===== src/rtl/led_seq_ctrl.sv =====
// led_seq_ctrl: 8-LED pattern sequencer on the system clock. A clock-enable
// tick replaces a derived slow clock. Two debounced buttons pick one of four
// step rates, and a pause switch freezes the pattern.
//
// state     | meaning
// ----------+-----------------------------------------------------------
// FILL_ON   | light LEDs one by one from bit 0 up to bit 7
// FILL_OFF  | clear LEDs one by one from bit 0 up to bit 7
// BLINK_ON  | all LEDs on
// BLINK_OFF | all LEDs off; return to FILL_ON after BLINK_COUNT blink pairs
module led_seq_ctrl #(
  parameter int unsigned BASE_DIV    = 6250000,
  parameter int unsigned DEB_CYCLES  = 1000000,
  parameter int unsigned BLINK_COUNT = 3
) (
  input  logic       clk,
  input  logic       rs,
  input  logic       btn1,
  input  logic       btn2,
  input  logic       pause,
  output logic [7:0] q,
  output logic [1:0] speed,
  output logic [1:0] phase,
  output logic       tick
);

  localparam int unsigned CNT_W = $clog2(BASE_DIV);
  localparam int unsigned DEB_W = (DEB_CYCLES > 1) ? $clog2(DEB_CYCLES) : 1;
  localparam int unsigned BC_W  = (BLINK_COUNT > 1) ? $clog2(BLINK_COUNT) : 1;

  typedef enum logic [1:0] {
    FILL_ON   = 2'd0,
    FILL_OFF  = 2'd1,
    BLINK_ON  = 2'd2,
    BLINK_OFF = 2'd3
  } state_t;

  // Bit 0 is the speed-up button and bit 1 is the speed-down button.
  logic [1:0]       btn_raw;
  logic [1:0]       meta_q, sync_q;
  logic [1:0]       deb_q, deb_d;
  logic [DEB_W-1:0] dcnt_q [2];
  logic [DEB_W-1:0] dcnt_d [2];
  logic [1:0]       press;
  logic             pz_meta_q, pz_q;

  logic [1:0]       speed_q, speed_d;
  logic             speed_chg;
  logic [CNT_W-1:0] cnt_q, cnt_d, per_m1;
  logic             tick_c;

  state_t           state_q, state_d;
  logic [2:0]       idx_q, idx_d;
  logic [BC_W-1:0]  bcnt_q, bcnt_d;
  logic [7:0]       led_q, led_d;

  assign btn_raw = {btn2, btn1};

  // Two-flop synchronizers for the buttons and the pause switch.
  always_ff @(posedge clk) begin
    if (!rs) begin
      meta_q    <= '0;
      sync_q    <= '0;
      pz_meta_q <= 1'b0;
      pz_q      <= 1'b0;
    end else begin
      meta_q    <= btn_raw;
      sync_q    <= meta_q;
      pz_meta_q <= pause;
      pz_q      <= pz_meta_q;
    end
  end

  // Debounce: the level must disagree for DEB_CYCLES consecutive cycles before it is accepted.
  always_comb begin
    deb_d = deb_q;
    press = '0;
    for (int i = 0; i < 2; i++) begin
      dcnt_d[i] = '0;
      if (sync_q[i] != deb_q[i]) begin
        if (dcnt_q[i] == DEB_W'(DEB_CYCLES - 1)) begin
          deb_d[i] = sync_q[i];
          press[i] = sync_q[i];
        end else begin
          dcnt_d[i] = dcnt_q[i] + 1'b1;
        end
      end
    end
  end

  // Debounce state registers.
  always_ff @(posedge clk) begin
    if (!rs) begin
      deb_q <= '0;
      for (int i = 0; i < 2; i++) dcnt_q[i] <= '0;
    end else begin
      deb_q <= deb_d;
      for (int i = 0; i < 2; i++) dcnt_q[i] <= dcnt_d[i];
    end
  end

  // Saturating speed update; two presses in the same cycle cancel out.
  always_comb begin
    speed_d = speed_q;
    if (press[0] && !press[1] && (speed_q != 2'd3)) begin
      speed_d = speed_q + 2'd1;
    end else if (press[1] && !press[0] && (speed_q != 2'd0)) begin
      speed_d = speed_q - 2'd1;
    end
    speed_chg = (speed_d != speed_q);
  end

  // Tick generator. Pause freezes the count, and a real speed change restarts it.
  always_comb begin
    per_m1 = CNT_W'((BASE_DIV >> speed_q) - 1);
    tick_c = (cnt_q == per_m1) && !pz_q;
    cnt_d  = cnt_q;
    if (speed_chg) begin
      cnt_d = '0;
    end else if (!pz_q) begin
      cnt_d = tick_c ? '0 : cnt_q + 1'b1;
    end
  end

  // Pattern FSM next state; it advances only on a tick.
  always_comb begin
    state_d = state_q;
    idx_d   = idx_q;
    bcnt_d  = bcnt_q;
    led_d   = led_q;
    if (tick_c) begin
      unique case (state_q)
        FILL_ON: begin
          led_d[idx_q] = 1'b1;
          idx_d        = idx_q + 3'd1;
          if (idx_q == 3'd7) state_d = FILL_OFF;
        end
        FILL_OFF: begin
          led_d[idx_q] = 1'b0;
          idx_d        = idx_q + 3'd1;
          if (idx_q == 3'd7) state_d = BLINK_ON;
        end
        BLINK_ON: begin
          led_d   = 8'hFF;
          state_d = BLINK_OFF;
        end
        BLINK_OFF: begin
          led_d = 8'h00;
          if (bcnt_q == BC_W'(BLINK_COUNT - 1)) begin
            bcnt_d  = '0;
            state_d = FILL_ON;
          end else begin
            bcnt_d  = bcnt_q + 1'b1;
            state_d = BLINK_ON;
          end
        end
      endcase
    end
  end

  // Speed, tick counter and pattern state registers.
  always_ff @(posedge clk) begin
    if (!rs) begin
      speed_q <= 2'd0;
      cnt_q   <= '0;
      state_q <= FILL_ON;
      idx_q   <= 3'd0;
      bcnt_q  <= '0;
      led_q   <= 8'h00;
    end else begin
      speed_q <= speed_d;
      cnt_q   <= cnt_d;
      state_q <= state_d;
      idx_q   <= idx_d;
      bcnt_q  <= bcnt_d;
      led_q   <= led_d;
    end
  end

  assign q     = led_q;
  assign speed = speed_q;
  assign phase = state_q;
  assign tick  = tick_c;

endmodule


===== config.mk =====
export PLATFORM = sky130hd
export DESIGN_NAME = led_seq_ctrl
export DESIGN_NICKNAME = d
export VERILOG_FILES = /design/src/rtl/led_seq_ctrl.sv
export SDC_FILE = /design/constraint.sdc
export NUM_CORES = 1
export LEC_CHECK = 0
export CELL_PAD_IN_SITES_DETAIL_PLACEMENT = 1
export CELL_PAD_IN_SITES_GLOBAL_PLACEMENT = 2
export CORE_MARGIN = 2
export CORE_UTILIZATION = 40
export CTS_CLUSTER_DIAMETER = 50
export DETAILED_ROUTE_END_ITERATION = 8
export DONT_BUFFER_PORTS = 1
export PLACE_DENSITY = 0.9
export SYNTH_ARGS = -nofsm -noshare
export SYNTH_HDL_FRONTEND = slang
export SYNTH_SLANG_ARGS = --single-unit

===== constraint.sdc =====
create_clock -name clk -period 6.05 [get_ports clk]
set_input_delay 1.21 -clock clk [delete_from_list [all_inputs] [get_ports clk]]
set_output_delay 1.21 -clock clk [all_outputs]
set_load 0.01 [all_outputs]

Yosys cells after proc, flatten, opt, wreduce, memory -nomap -nowiden:

Memory sizes are Yosys's and may differ from the RTL's.
Index checks and enable logic that the tools add are counted.
Widths: inputs -> output; s select.

* add/sub/neg operators: 8
* order comparisons: 2
* equality and inequality tests: 14
* shift operators: 1
* multiplexer cells: 23
* bitwise operators: 6
* reductions and logical operators: 18

Operator list (number)
* $mux 20: 6
* $add 20x1->20 const B: 2
* $eq 20x20->1 const B: 2
* $pmux 8 s4: 1
* $add 23x1->23 const B: 1
* $eq 23x23->1: 1
* $mux 23: 1
* $shr 23x2->23 const A: 1
* $sub 23x1->23 const B: 1
* $mux 2: 6
* $and 8x8->8: 1
* $not 8->8: 1
* $or 8x8->8: 1
* $pmux 2 s4: 1
* $reduce_and 2->1: 4
* $mux 1: 7
* $eq 2x2->1 const B: 3
* $logic_and 1x1->1: 6
* $ne 2x2->1 const B: 3
* $add 2x1->2 const B: 2
* $lt 3x4->1 const B: 1
* $reduce_or 2->1: 2
* $add 3x1->3 const B: 1
* $demux 1 s3: 1
* other kinds (12): 16

* flip-flop bits (word level): 48
* RAM bits: 40
* bits of input ports: 5
* output and inout port bits: 13
* word-level logic and storage cells: 85
* memories kept: 1

Memory list
* dcnt_q: words 2, width 20, read ports 2, clocked after Yosys merged registers in 0, wr ports 2, line 42 `logic [DEB_W-1:0] dcnt_q [2];`

Logic depth before layout (Yosys ltp):

* word-level depth: 10
* mapped depth: 10
* mapped depth without buffers: 9

Worst setup path before layout:

No wires, ideal clock.

* path kind: register to output
* from: register speed_q[0] (netlist: speed[0])
* to: output port tick
* arrival: 2.173 ns
* data required time: 4.840 ns
* setup slack: 2.667 ns
* stages on the path, launching flop included: 9
* buffers on the path: 1
* cells stage by stage: dfxtp_1 ha_1 inv_1 ha_1 nor2b_1 xnor2_1 a21oi_1 buf_2 nor3_1

* cells in the longest elaborated chain, start to end: 4

Ends and longest elaborated chain
* from (decl): line 47 `logic [1:0] speed_q, speed_d;`
* from (signal assigned): line 171 `speed_q <= speed_d;`
* $shr 23x2->23: line 115 `per_m1 = CNT_W'((BASE_DIV >> speed_q) - 1);`
* $sub 23x1->23: line 115
* $eq 23x23->1: line 116 `tick_c = (cnt_q == per_m1) && !pz_q;`
* $logic_and 1x1->1: line 116
* to (decl): line 24 `output logic tick`

Every way passes these cells.

Worst setup path after layout:

Ends and elaborated chain as after synthesis.

==> summary.txt <==
Status
  • Status: complete, no violations

Yosys
  • Post-synthesis mux area share: 3.81%
  • Cells taking the most area after synthesis: dfxtp_1 (39%), xnor2_1 (7.1%), xor2_1 (6.5%)
  • Sequential-to-total area share from yosys stat: ~40%
  • Area leader, netlist: dfxtp_1
  • Flops & latches, synth: a little under 90
  • Synth top area share: 39.4%
  • Mapped Area: 4470 sq um
  • Async SR Flop Fraction: 0%
  • Post-synth EDFFs: 0
  • Most used DFF post-synth: dfxtp_1
  • Post-Synth XOR/XNOR Area: 13.5%
  • Avg Cell Area, Syn: slightly below 9 sq um
  • Synthesized Nets: 520
  • Post-synthesis compound-gate area fraction: 4.53%
  • Mapped Cells: between 500 and 600
  • Synth Area in Simple Gates: 31.7%
  • Netlist cell types: just under 50
  • Yosys warns: 0
  • Post-synthesis adder-cell area fraction: around 3.6%
  • Largest family of logic cells by synthesized area: simple AND/OR/NAND/NOR gates

Placement
  • Dpl cells: 621
  • DP Wirelength: approximately 7 mm
  • Gp weighted congestion: a little over 0.9
  • Buffers added on ports: 0
  • Post-Place Worst Slack: ~2.3 ns

Floorplan
  • Initial core utilization: between 40 and 50%
  • Die height: 110 um
  • # IOs: 18
  • Die W: ~110 um
  • Area of the die: 12000 sq um
  • Cell Rows: 38
  • Core area: 10900 sq um

Hold path
  • Hold path cells: 1
  • Hold WC Path Type: flip-flop to flip-flop
  • Min-delay src: dcnt_q[0][20]$_SDFF_PP0_
  • Hold EP: dcnt_q[0][20]$_SDFF_PP0_

Clock network
  • Resize count post-CTS: 0
  • Longest Clk Path Bufs: 2
  • Clk root buf: clkbuf_8
  • H-tree levels: 3
  • Cts hold-fix bufs: 0
  • CTS tree: yes
  • Num CTS Buffers: 9
  • Worst skew pair latency: about 0.37 ns
  • CTS sink count: 88
  • Clock-pin slew on the worst setup and hold paths: 0.08 ns
  • Setup Buffers After CTS: 0

Finish
  • Register area: around 1800 sq um
  • ANT cells: 0
  • Area of the multi-input gates: 2560 sq um
  • Final net count: 510
  • Commonest non-fill, non-tap cell in the layout: dfxtp_1
  • Most frequent cells in the layout: dfxtp_1 (88), nor2_1 (62), nand2_1 (43), xnor2_1 (36), xor2_1 (33)
  • Layout cells sized above 1: 7.24%
  • Synth-to-Final Area Change: 7.08%
  • Post-route insts no fill: about 640
  • Fill cells: roughly 1300

Detailed routing
  • Via density: 5.37
  • DRC errors left: 0
  • Wirelength per Cell: around 16 um
  • DRT antenna net count: 0
  • DRT iter0 DRCs: between 100 and 150
  • Vias post-DR: ~3400
  • Routed wire length: between 10 and 15 mm
  • DRT Pass-1 Iters: 4

Timing
  • Pins over their slew limit: 0
  • Slew margin rel.: about a third
  • Max Clk Rate: between 0.2 and 0.25 GHz
  • Worst-margin pin slew: between 1 and 1.5 ns
  • Hold Vio Cnt, Final: 0
  • RSZ-0062 raised after global routing: false
  • Final setup violation count: 0
  • Clock Skew: a little over 0.01 ns
  • Final worst slack: between 1.5 and 2 ns
  • Setup TNS: 0 ns
  • Crit share post-route: slightly below 70%
  • Final min period: about 4 ns

Worst setup path
  • Slowest-stage cell, CP: a21oi_2
  • FF-to-FF path depth: 9
  • Critical path type: flip-flop to primary output
  • Worst endpoint required time: between 4 and 5 ns
  • Reg-to-reg setup timing slack: 2.71 ns
  • Startpoint Class: flip-flop
  • CP Capture Type: primary output
  • Crit path DAT: a little under 3 ns
  • Worst path most repeated cell: ha_1
  • Slowest stage delay, CP: 0.81 ns
  • Reg2reg end: cnt_q[10]$_SDFFE_PP0N_
  • Worst-path cell chain: ha_1, inv_1, ha_1, nor2b_1, xnor2_1, a21oi_2, nor3_1
  • Worst r2r src: speed[0]$_SDFF_PN0_
  • Critical-path maximum fanout: 15

GRT
  • Initial antenna violation count: 0
  • Total GRT Usage: 18.0%
  • Vias in the first global route: between 3000 and 4000
  • First-pass GRT wire length: around 17 mm
  • Grt total ovfl: 0
  • Pin count of the biggest net entering global routing: 31

Power and ir drop
  • Overall Power: about 1.1 mW
  • VDD IR max: between 0.1 and 0.15 mV
  • Pleak: approximately 1.5 nW
  • PwrDens: 232 nW/um^2

Flow run
  • Max-cap violation count: 0
==> layer usage <==
layer  GRT usage (%)  share of wire [%]  vias to the layer above
li1                -                  -                     1715
met2            31.3                 49                       29
met4            5.42                1.3                        0
met3            3.91                2.5                       15
met5               0                  0                        -
met1            22.1                 47                     1659
==> per-stage QoR <==
step | hold WS [ns] | area, sq um | utilization, %
3_3_place_gp | 0.423 | 4560 | 41.9
6_report | 0.442 | 4790 | 44.0
4_1_cts | 0.447 | 4790 | 44.0
5_1_grt | 0.473 | 4790 | 44.0
3_5_place_dp | 0.428 | 4560 | 41.9
2_1_floorplan | 0.412 | 4470 | -
==> worst max-delay path: cells and delay by family, from the launching register on <==
kind	cells	cell delay [ns]
AO/OA/AOI/OAI	1	0.81
XOR/XNOR	1	0.15
adder cells (fa/ha/maj)	2	0.51
buffers and inverters	1	0.07
flip-flops	1	0.62
AND/OR/NAND/NOR	2	0.37
==> cell usage after synthesis (2+ instances only) <==
library cell   n
nand4_1       17
and3_1         7
buf_2          5
buf_1          2
nor4bb_1       2
nor4_1        10
nor3_1        30
xor2_1        33
mux2i_1       17
inv_1         14
ha_1          13
clkbuf_1      13
nor2_1        62
nor4_2         8
a31oi_1        6
or2_2          3
xnor2_1       36
o21ai_0        2
and4_1         9
nor2b_1        7
and2_1         9
nor4b_1        2
nand3b_1       4
a21oi_1        7
nor4_4         2
and3b_1        3
nand3_1       19
nand2b_1       7
dfxtp_1       88
nand2_1       43
or3_1          4
==> worst max path at each step <==
stage | from | slack, ns | endpoint
2_1_floorplan | speed[0]$_SDFF_PN0_ | 2.67 | tick
3_3_place_gp | speed[0]$_SDFF_PN0_ | 2.41 | tick
3_5_place_dp | speed[0]$_SDFF_PN0_ | 2.33 | tick
4_1_cts | speed[0]$_SDFF_PN0_ | 1.90 | tick
5_1_grt | speed[0]$_SDFF_PN0_ | 1.71 | tick
6_report | speed[0]$_SDFF_PN0_ | 1.94 | tick
==> area by class of cell <==
type,instances,area share (%)
Multi-Input combinational cell,378,53.5
Sequential cell,88,36.8
Tap cell,140,3.66
Clock buffer,11,3.16
Clock inverter,5,1.65
Inverter,14,1.10
Timing Repair Buffer,1,0.157
==> sequential cells by signal, indices dropped and copies added (netlist names), 3 cells and up <==
signal	cells
q	8
dcnt_q	40
cnt_q	23
idx_q	3
==> cell families (layout without fill, tap and decap cells) <==
| family | after synthesis | in the layout |
|---|---|---|
| AOI/OAI and AO/OA | 26 | 26 |
| xor gates and xnor gates | 69 | 69 |
| adders and majority gates | 13 | 13 |
| buffers and inverters | 36 | 31 |
| DFF | 88 | 88 |
| muxes | 17 | 17 |
| and+or+nand+nor | 253 | 253 |
==> power by group <==
group | switching, mW | total, mW | internal (mW)
clock network | 0.219 | 0.474 | 0.255
registers | 0.00822 | 0.592 | 0.584
logic | 0.0301 | 0.0472 | 0.0171
total | 0.257 | 1.11 | 0.856
Power figures use the tool's default switching activity.
